### config.mk
export PLATFORM = sky130hd
export DESIGN_NAME = inst_fetch_queue
export DESIGN_NICKNAME = d
export VERILOG_FILES = /design/src/rtl/inst_fetch_queue_pkg.sv /design/src/rtl/inst_fetch_queue_fifo.sv /design/src/rtl/inst_fetch_queue.sv
export SDC_FILE = /design/constraint.sdc
export NUM_CORES = 1
export LEC_CHECK = 0
export CAP_MARGIN = 20
export CELL_PAD_IN_SITES_DETAIL_PLACEMENT = 0
export CELL_PAD_IN_SITES_GLOBAL_PLACEMENT = 1
export CORE_MARGIN = 10
export CORE_UTILIZATION = 45
export CTS_BUF_LIST = sky130_fd_sc_hd__clkbuf_8
export CTS_CLUSTER_SIZE = 14
export DETAILED_ROUTE_END_ITERATION = 8
export PLACE_DENSITY = 0.85
export SLEW_MARGIN = 20
export SYNTH_ARGS = -nofsm -noshare
export SYNTH_HDL_FRONTEND = slang
export SYNTH_SLANG_ARGS = --single-unit
### constraint.sdc
create_clock -name clk -period 3.9 [get_ports clk]
set_input_delay 0.585 -clock clk [delete_from_list [all_inputs] [get_ports clk]]
set_output_delay 0.585 -clock clk [all_outputs]
set_load 0.01 [all_outputs]
### src/rtl/inst_fetch_queue_pkg.sv
// Shared constants and types for the instruction fetch queue.
package inst_fetch_queue_pkg;

    localparam int unsigned XLEN = 32;

    localparam logic [XLEN-1:0] RESET_PC_DEFAULT = 32'h1c00_0000;

    // One queued fetch: the address it was fetched from and the word returned.
    typedef struct packed {
        logic [XLEN-1:0] pc;
        logic [XLEN-1:0] inst;
    } fetch_entry_t;

    // Drop the byte offset so every fetch address is word aligned.
    function automatic logic [XLEN-1:0] word_align(input logic [XLEN-1:0] addr);
        return {addr[XLEN-1:2], 2'b00};
    endfunction

endpackage

### src/rtl/inst_fetch_queue_fifo.sv
// Circular instruction queue: payload storage, head/tail pointers and count.
// Flush empties the queue without writing; reset does the same but wins.
module fetch_fifo
    import inst_fetch_queue_pkg::*;
#(
    parameter int unsigned DEPTH = 4
) (
    input  logic         clk,
    input  logic         reset,
    input  logic         i_push,
    input  logic         i_pop,
    input  logic         i_flush,
    input  fetch_entry_t i_push_entry,
    output fetch_entry_t o_head,
    output logic         o_full,
    output logic         o_empty
);

    localparam int unsigned PTR_W = $clog2(DEPTH);
    localparam int unsigned CNT_W = PTR_W + 1;

    fetch_entry_t       r_mem [DEPTH];
    logic [PTR_W-1:0]   r_head;
    logic [PTR_W-1:0]   r_tail;
    logic [CNT_W-1:0]   r_count;

    logic               w_do_push;
    logic               w_do_pop;

    assign o_full  = (r_count == CNT_W'(DEPTH));
    assign o_empty = (r_count == CNT_W'(0));
    assign o_head  = r_mem[r_head];

    // Qualify requests: never pop an empty queue, never push into a full one
    // unless the head leaves in the same cycle; flush suppresses both.
    always_comb begin
        w_do_pop  = 1'b0;
        w_do_push = 1'b0;
        if (i_flush) begin
            w_do_pop  = 1'b0;
            w_do_push = 1'b0;
        end else begin
            w_do_pop  = i_pop & ~o_empty;
            w_do_push = i_push & (~o_full | w_do_pop);
        end
    end

    // Pointer and occupancy bookkeeping; pointers wrap modulo DEPTH.
    always_ff @(posedge clk) begin
        if (reset) begin
            r_head  <= PTR_W'(0);
            r_tail  <= PTR_W'(0);
            r_count <= CNT_W'(0);
        end else if (i_flush) begin
            r_head  <= PTR_W'(0);
            r_tail  <= PTR_W'(0);
            r_count <= CNT_W'(0);
        end else begin
            if (w_do_push) begin
                r_tail <= r_tail + PTR_W'(1);
            end
            if (w_do_pop) begin
                r_head <= r_head + PTR_W'(1);
            end
            case ({w_do_push, w_do_pop})
                2'b10:   r_count <= r_count + CNT_W'(1);
                2'b01:   r_count <= r_count - CNT_W'(1);
                default: r_count <= r_count;
            endcase
        end
    end

    // Payload storage is never cleared; only accepted pushes write it.
    always_ff @(posedge clk) begin
        if (!reset && w_do_push) begin
            r_mem[r_tail] <= i_push_entry;
        end
    end

endmodule

### src/rtl/inst_fetch_queue.sv
// Instruction fetch front end: owns the fetch PC, drives the icache address,
// and buffers returned instructions in a small queue for decode.
module inst_fetch_queue
    import inst_fetch_queue_pkg::*;
#(
    parameter logic [31:0] RESET_PC = RESET_PC_DEFAULT,
    parameter int unsigned DEPTH    = 4
) (
    input  logic        clk,
    input  logic        reset,
    input  logic        redirect_valid,
    input  logic [31:0] redirect_pc,
    output logic [31:0] icache_addr,
    input  logic [31:0] icache_inst,
    input  logic        icache_ready,
    output logic        id_valid,
    output logic [31:0] id_pc,
    output logic [31:0] id_inst,
    input  logic        id_ready
);

    logic [31:0]  r_pc;
    logic         w_full;
    logic         w_empty;
    logic         w_pop;
    logic         w_push;
    fetch_entry_t w_push_entry;
    fetch_entry_t w_head;

    assign icache_addr = r_pc;
    assign id_valid    = ~w_empty;
    assign id_pc       = w_head.pc;
    assign id_inst     = w_head.inst;

    // Decide this cycle's queue traffic; a redirect cancels both directions
    // because everything queued and in flight is on the wrong path.
    always_comb begin
        w_pop             = 1'b0;
        w_push            = 1'b0;
        w_push_entry.pc   = r_pc;
        w_push_entry.inst = icache_inst;
        if (redirect_valid) begin
            w_pop  = 1'b0;
            w_push = 1'b0;
        end else begin
            w_pop  = id_valid & id_ready;
            w_push = icache_ready & (~w_full | w_pop);
        end
    end

    // Fetch PC: reset, then redirect, then advance by one word per push.
    always_ff @(posedge clk) begin
        if (reset) begin
            r_pc <= word_align(RESET_PC);
        end else if (redirect_valid) begin
            r_pc <= word_align(redirect_pc);
        end else if (w_push) begin
            r_pc <= r_pc + 32'd4;
        end else begin
            r_pc <= r_pc;
        end
    end

    fetch_fifo #(
        .DEPTH (DEPTH)
    ) u_fetch_fifo (
        .clk          (clk),
        .reset        (reset),
        .i_push       (w_push),
        .i_pop        (w_pop),
        .i_flush      (redirect_valid),
        .i_push_entry (w_push_entry),
        .o_head       (w_head),
        .o_full       (w_full),
        .o_empty      (w_empty)
    );

endmodule

---- After elaboration in Yosys (flattened, before gate mapping) ----
Memory sizes are Yosys's and may differ from the RTL's. A register that Yosys moved wholly into a read port is not among the register bits.
Index checks and enable logic that the tools add are counted.
word-level totals
  register bits after elaboration ......... 39
  memory bits (writable) .................. 256
  bits of input ports ..................... 69
  output and inout port bits .............. 97
  word-level logic and storage cells ...... 39
  memories ................................ 1
cells by class
  $add $sub $neg .......................... 5
  eq/ne operators ......................... 3
  mux-type cells .......................... 11
  bitwise operators ....................... 8
  reductions and logical operators ........ 6
memories
  name                words  bits a word  read ports  clocked after Yosys merged registers in  wr ports  line                         text
  u_fetch_fifo.r_mem  4      64           1           1                                        1         inst_fetch_queue_fifo.sv:22  fetch_entry_t r_mem [DEPTH];
operators by type and width
  operator                                              count
  two-way mux 32 bit                                    2
  adder 32 x 3 -> 32 bit (second input constant)        1
  two-way mux 1 bit                                     6
  one-hot mux 3 bit (2 select lines)                    1
  adder 2 x 1 -> 2 bit (second input constant)          2
  AND 1 bit                                             4
  two-way mux 2 bit                                     2
  nonzero test 2 bit                                    2
  adder 3 x 1 -> 3 bit (second input constant)          1
  equality test 3 bit (second input constant)           1
  logical NOT 3 bit                                     1
  subtractor 3 x 1 -> 3 bit (second input constant)     1
  equality test 2 x 1 -> 1 bit (second input constant)  1
  equality test 2 bit (second input constant)           1
  inverter 1 bit                                        2
  bitwise OR 1 bit                                      2
  OR reduction 2 bit                                    1
  logical AND 1 bit                                     1
  logical NOT 1 bit                                     1

---- Logic depth before layout (Yosys ltp) ----
  depth after elaboration ................. 11
  depth in mapped cells ................... 10
  mapped depth without buffers ............ 8

---- Modules after synthesis ----
From an unflattened synthesis, not the netlist that was laid out.
second synthesis, totals
  cells, all modules ...................... 609
  area, all modules ....................... 11493.5 um2
by module, submodules not included
  module            instances  cells an instance  area each (um2)  sequential area each (um2)
  fetch_fifo        1          389                9721.8           7867.5
  inst_fetch_queue  1          220                1771.7           600.6

---- Least setup slack after synthesis ----
No wires, ideal clock.
  path type ............................... input port to flip-flop
  from .................................... in reset
  to ...................................... mem u_fetch_fifo.r_mem[0][0] (netlist name), enable pin
  setup time .............................. 0.427 ns
  arrival ................................. 2.807 ns
  data required time ...................... 3.473 ns
  setup slack ............................. 0.667 ns
  stages on the path ...................... 5
  buffers on the path ..................... 2
  cell sequence ........................... buf_4 > or2_2 > clkbuf_1 > nor2_1 > and2_1
between the ends
  cells in the longest elaborated chain, start to end .. 4
ends and longest elaborated chain
  element                                  line                         text
  start: declaration                       inst_fetch_queue.sv:10       input logic reset,
  logical NOT 1 bit                        inst_fetch_queue_fifo.sv:75  if (!reset && w_do_push) begin
  logical AND 1 bit                        inst_fetch_queue_fifo.sv:75
  two-way mux 1 bit                        inst_fetch_queue_fifo.sv:75
  two-way mux 1 bit (not written as such)  inst_fetch_queue_fifo.sv:76  r_mem[r_tail] <= i_push_entry;
  end: declaration                         inst_fetch_queue_fifo.sv:22
No other way between the ends.

==> results_dict.tcl <==
set metrics [dict create \
    cts_setup_buffers 0 \
    drtIter0Drc 421 \
    grt_max_degree 63 \
    htree_num_levels 2 \
    core-area_um2 24300 \
    drv_cap 0 \
    post_drt_via_cell_ratio 5.34 \
    syn_area_um2 11100 \
    fp-row-count 57 \
    r2r-start "u_fetch_fifo.r_count[0]$_SDFFE_PP0P_" \
    vdd_drop_max_mv 0.232 \
    chipHeight_um 177 \
    cts-resized-gates 0 \
    setup_viol 0 \
    cellLeakagePower_nw 4.50 \
    netlist.area_leader.share 0.669 \
    fillers 1799 \
    worstSetupPathType "register to primary output" \
    period_minus_slack_ns 3.34 \
    skew_ns 0.0211 \
    ant_nets 0 \
    final_max_slew_viol_count 0 \
    post_drt_wl_per_cell_um 21.4 \
    port-buffer-count 159 \
    synth_top_family_by_area "multiplexers" \
    fin_nets 859 \
    crit_required_ns 3.31 \
    p_per_area_nw_per_um2 439 \
    synth_top_area_cell "edfxtp_1" \
    wirelength_um 24500 \
    worst_hold_path_type "register to register" \
    synth-xor-area-share 0.0213 \
    rsz0062_at_grt "false" \
    slew_headroom 0.358 \
    muxShareOfSynthArea 0.128 \
    setup_tns_ns 0 \
    crit_fanout 32 \
    netlist_instances 593 \
    hpwlAfterDp_um 16300 \
    cp-start-kind "register" \
    synthAdderAreaFrac 0.00855 \
    synth.avg_cell_area_um2 18.8 \
    synth-async-reset-ratio 0 \
    ios 166 \
    post-route-period-util 0.857 \
    grt_overflow 0 \
    synth_edf_count 248 \
    ys_top_cells_by_area "edfxtp_1, mux4_2, dfxtp_1" \
    cp_data_arrival_time_ns 2.76 \
    fin_hold_ws_ns 0.505 \
    ys_ff_latch 287 \
    worst_pin_slew_ns 0.963 \
    endpoint_kind "primary output" \
    yosysUniqueCellTypes 48 \
    synth.yosys.seq_area_share 0.739 \
    place_ws_ns 0.639 \
    fp.dieW_um 177 \
    start_util 0.458 \
    num_antenna_cells 0 \
    dr.pass1.iters 4 \
    fmax_ghz 0.299 \
    p_total_mw 6.13 \
    clock_latency_ns 0.54 \
    antenna_found_initial 0 \
    yosysWarnings 0 \
    cts_tree "built" \
    setup_ws_ns 0.558 \
    hold_viol 0 \
    grt_pass1_vias 6589 \
    gp_congestion 0.800 \
    holdCritStartpoint "u_fetch_fifo.r_tail[1]$_SDFFE_PP0P_" \
    postCtsHoldBufs 0 \
    layout-area-overhead-vs-synth_pct 25.7 \
    run_status "completed" \
    synth_compound_area_frac 0.0271 \
    clkSinkCount 287 \
    grtUsageTotal 0.156 \
    cts_buffers 46 \
    cts.clk_slew.worst_paths_ns 0.07 \
    clock_path_buffers 3 \
    root_buffer "clkbuf_8" \
    grt_pass1_wl_um 38100 \
    synth_flop_cell "edfxtp_1" \
    dieArea_um2 31400 \
    via_count 6115 \
    drcViolationCount 0 \
    drive_gt1_frac 0.189 \
    synthSimpleGateAreaFrac 0.0538 \
]
## synthesized netlist by cell type, types with 6 or more instances
cell type	n
nor4_1	8
nor3_1	6
inv_1	13
edfxtp_1	248
nor2_1	32
dfxtp_1	39
nand2_1	20
xnor2_1	23
clkbuf_1	13
o21ai_0	6
buf_2	9
a21oi_1	12
ha_1	6
mux4_2	62
nand3_1	13
a211oi_1	13
## cell type report
cell class | instances | area, µm² | area share
inverter | 14 | 52.6 | 0.00376
clock inverter | 38 | 199 | 0.0142
multi-input combinational | 262 | 2680 | 0.192
tap | 324 | 405 | 0.0290
sequential | 287 | 8240 | 0.589
timing repair buffer | 172 | 1750 | 0.125
clock buffer | 48 | 661 | 0.0472
## final timing paths
path / endpoint / slack (ns) / depth (start not counted)
worst min register to register: u_fetch_fifo.r_tail[1]$_SDFFE_PP0P_ / 0.51 / 2
worst max-delay path: id_inst[30] / 0.56 / 3
worst max register to register: u_fetch_fifo.r_count[2]$_SDFFE_PP0P_ / 1.37 / 8
worst min-delay path: u_fetch_fifo.r_tail[1]$_SDFFE_PP0P_ / 0.51 / 2
## cells by family after synthesis
kind of cell               Yosys count
AOI/OAI and AO/OA                   46
xor gates and xnor gates            27
adders and majority gates            7
buffers and inverters               47
DFF                                287
muxes                               65
other                                1
and+or+nand+nor                    113
## layout by cell type, fill, tap and decap left out, types with 12 or more instances in the layout
master / Yosys / layout
edfxtp_1: 248 / 248
clkdlybuf4s50_1: 0 / 159
mux4_2: 62 / 62
clkbuf_8: 1 / 48
dfxtp_1: 39 / 37
nor2_1: 32 / 32
xnor2_1: 23 / 23
inv_1: 13 / 22
nand2_1: 20 / 20
clkinv_1: 1 / 14
nand3_1: 13 / 13
a211oi_1: 13 / 13
a21oi_1: 12 / 12
clkinv_2: 0 / 12
## report_power, final
group | switching [mW] | internal (mW) | leakage (nW)
Combinational | 0.147 | 0.185 | 1.43
Sequential | 0.0656 | 3.39 | 2.59
Clock | 1.12 | 1.22 | 0.481
Total | 1.34 | 4.80 | 4.50
## flip-flops by register name, indices dropped and copies added, names as in the netlist, named ones only
name,cells
icache_addr,30
u_fetch_fifo.r_count,3
u_fetch_fifo.r_head,2
u_fetch_fifo.r_mem,248
u_fetch_fifo.r_tail,2
## routing by layer
| layer | up-vias | wire (µm) | GRT usage |
|---|---|---|---|
| li1 | 2762 | - | - |
| met1 | 3087 | 10300 | 0.197 |
| met2 | 237 | 12000 | 0.258 |
| met3 | 29 | 1920 | 0.0446 |
| met4 | 0 | 268 | 0.0403 |
| met5 | - | 0 | 0 |
## stage by stage
stage          instance area [µm²]   util  instances
4_1_cts                      14000  0.575       1145
3_3_place_gp                 13100  0.540       1059
3_5_place_dp                 13100  0.540       1059
2_1_floorplan                11100      -        596
5_1_grt                      14000  0.575       1145
6_report                     14000  0.575       1145
## worst max-delay path: stages, from the launching register on
cell,delay (ns)
dfxtp_4,0.79
buf_12,0.32
mux4_2,0.57
clkdlybuf4s50_1,0.50
Note: power is estimated with default switching activity, not from simulation.
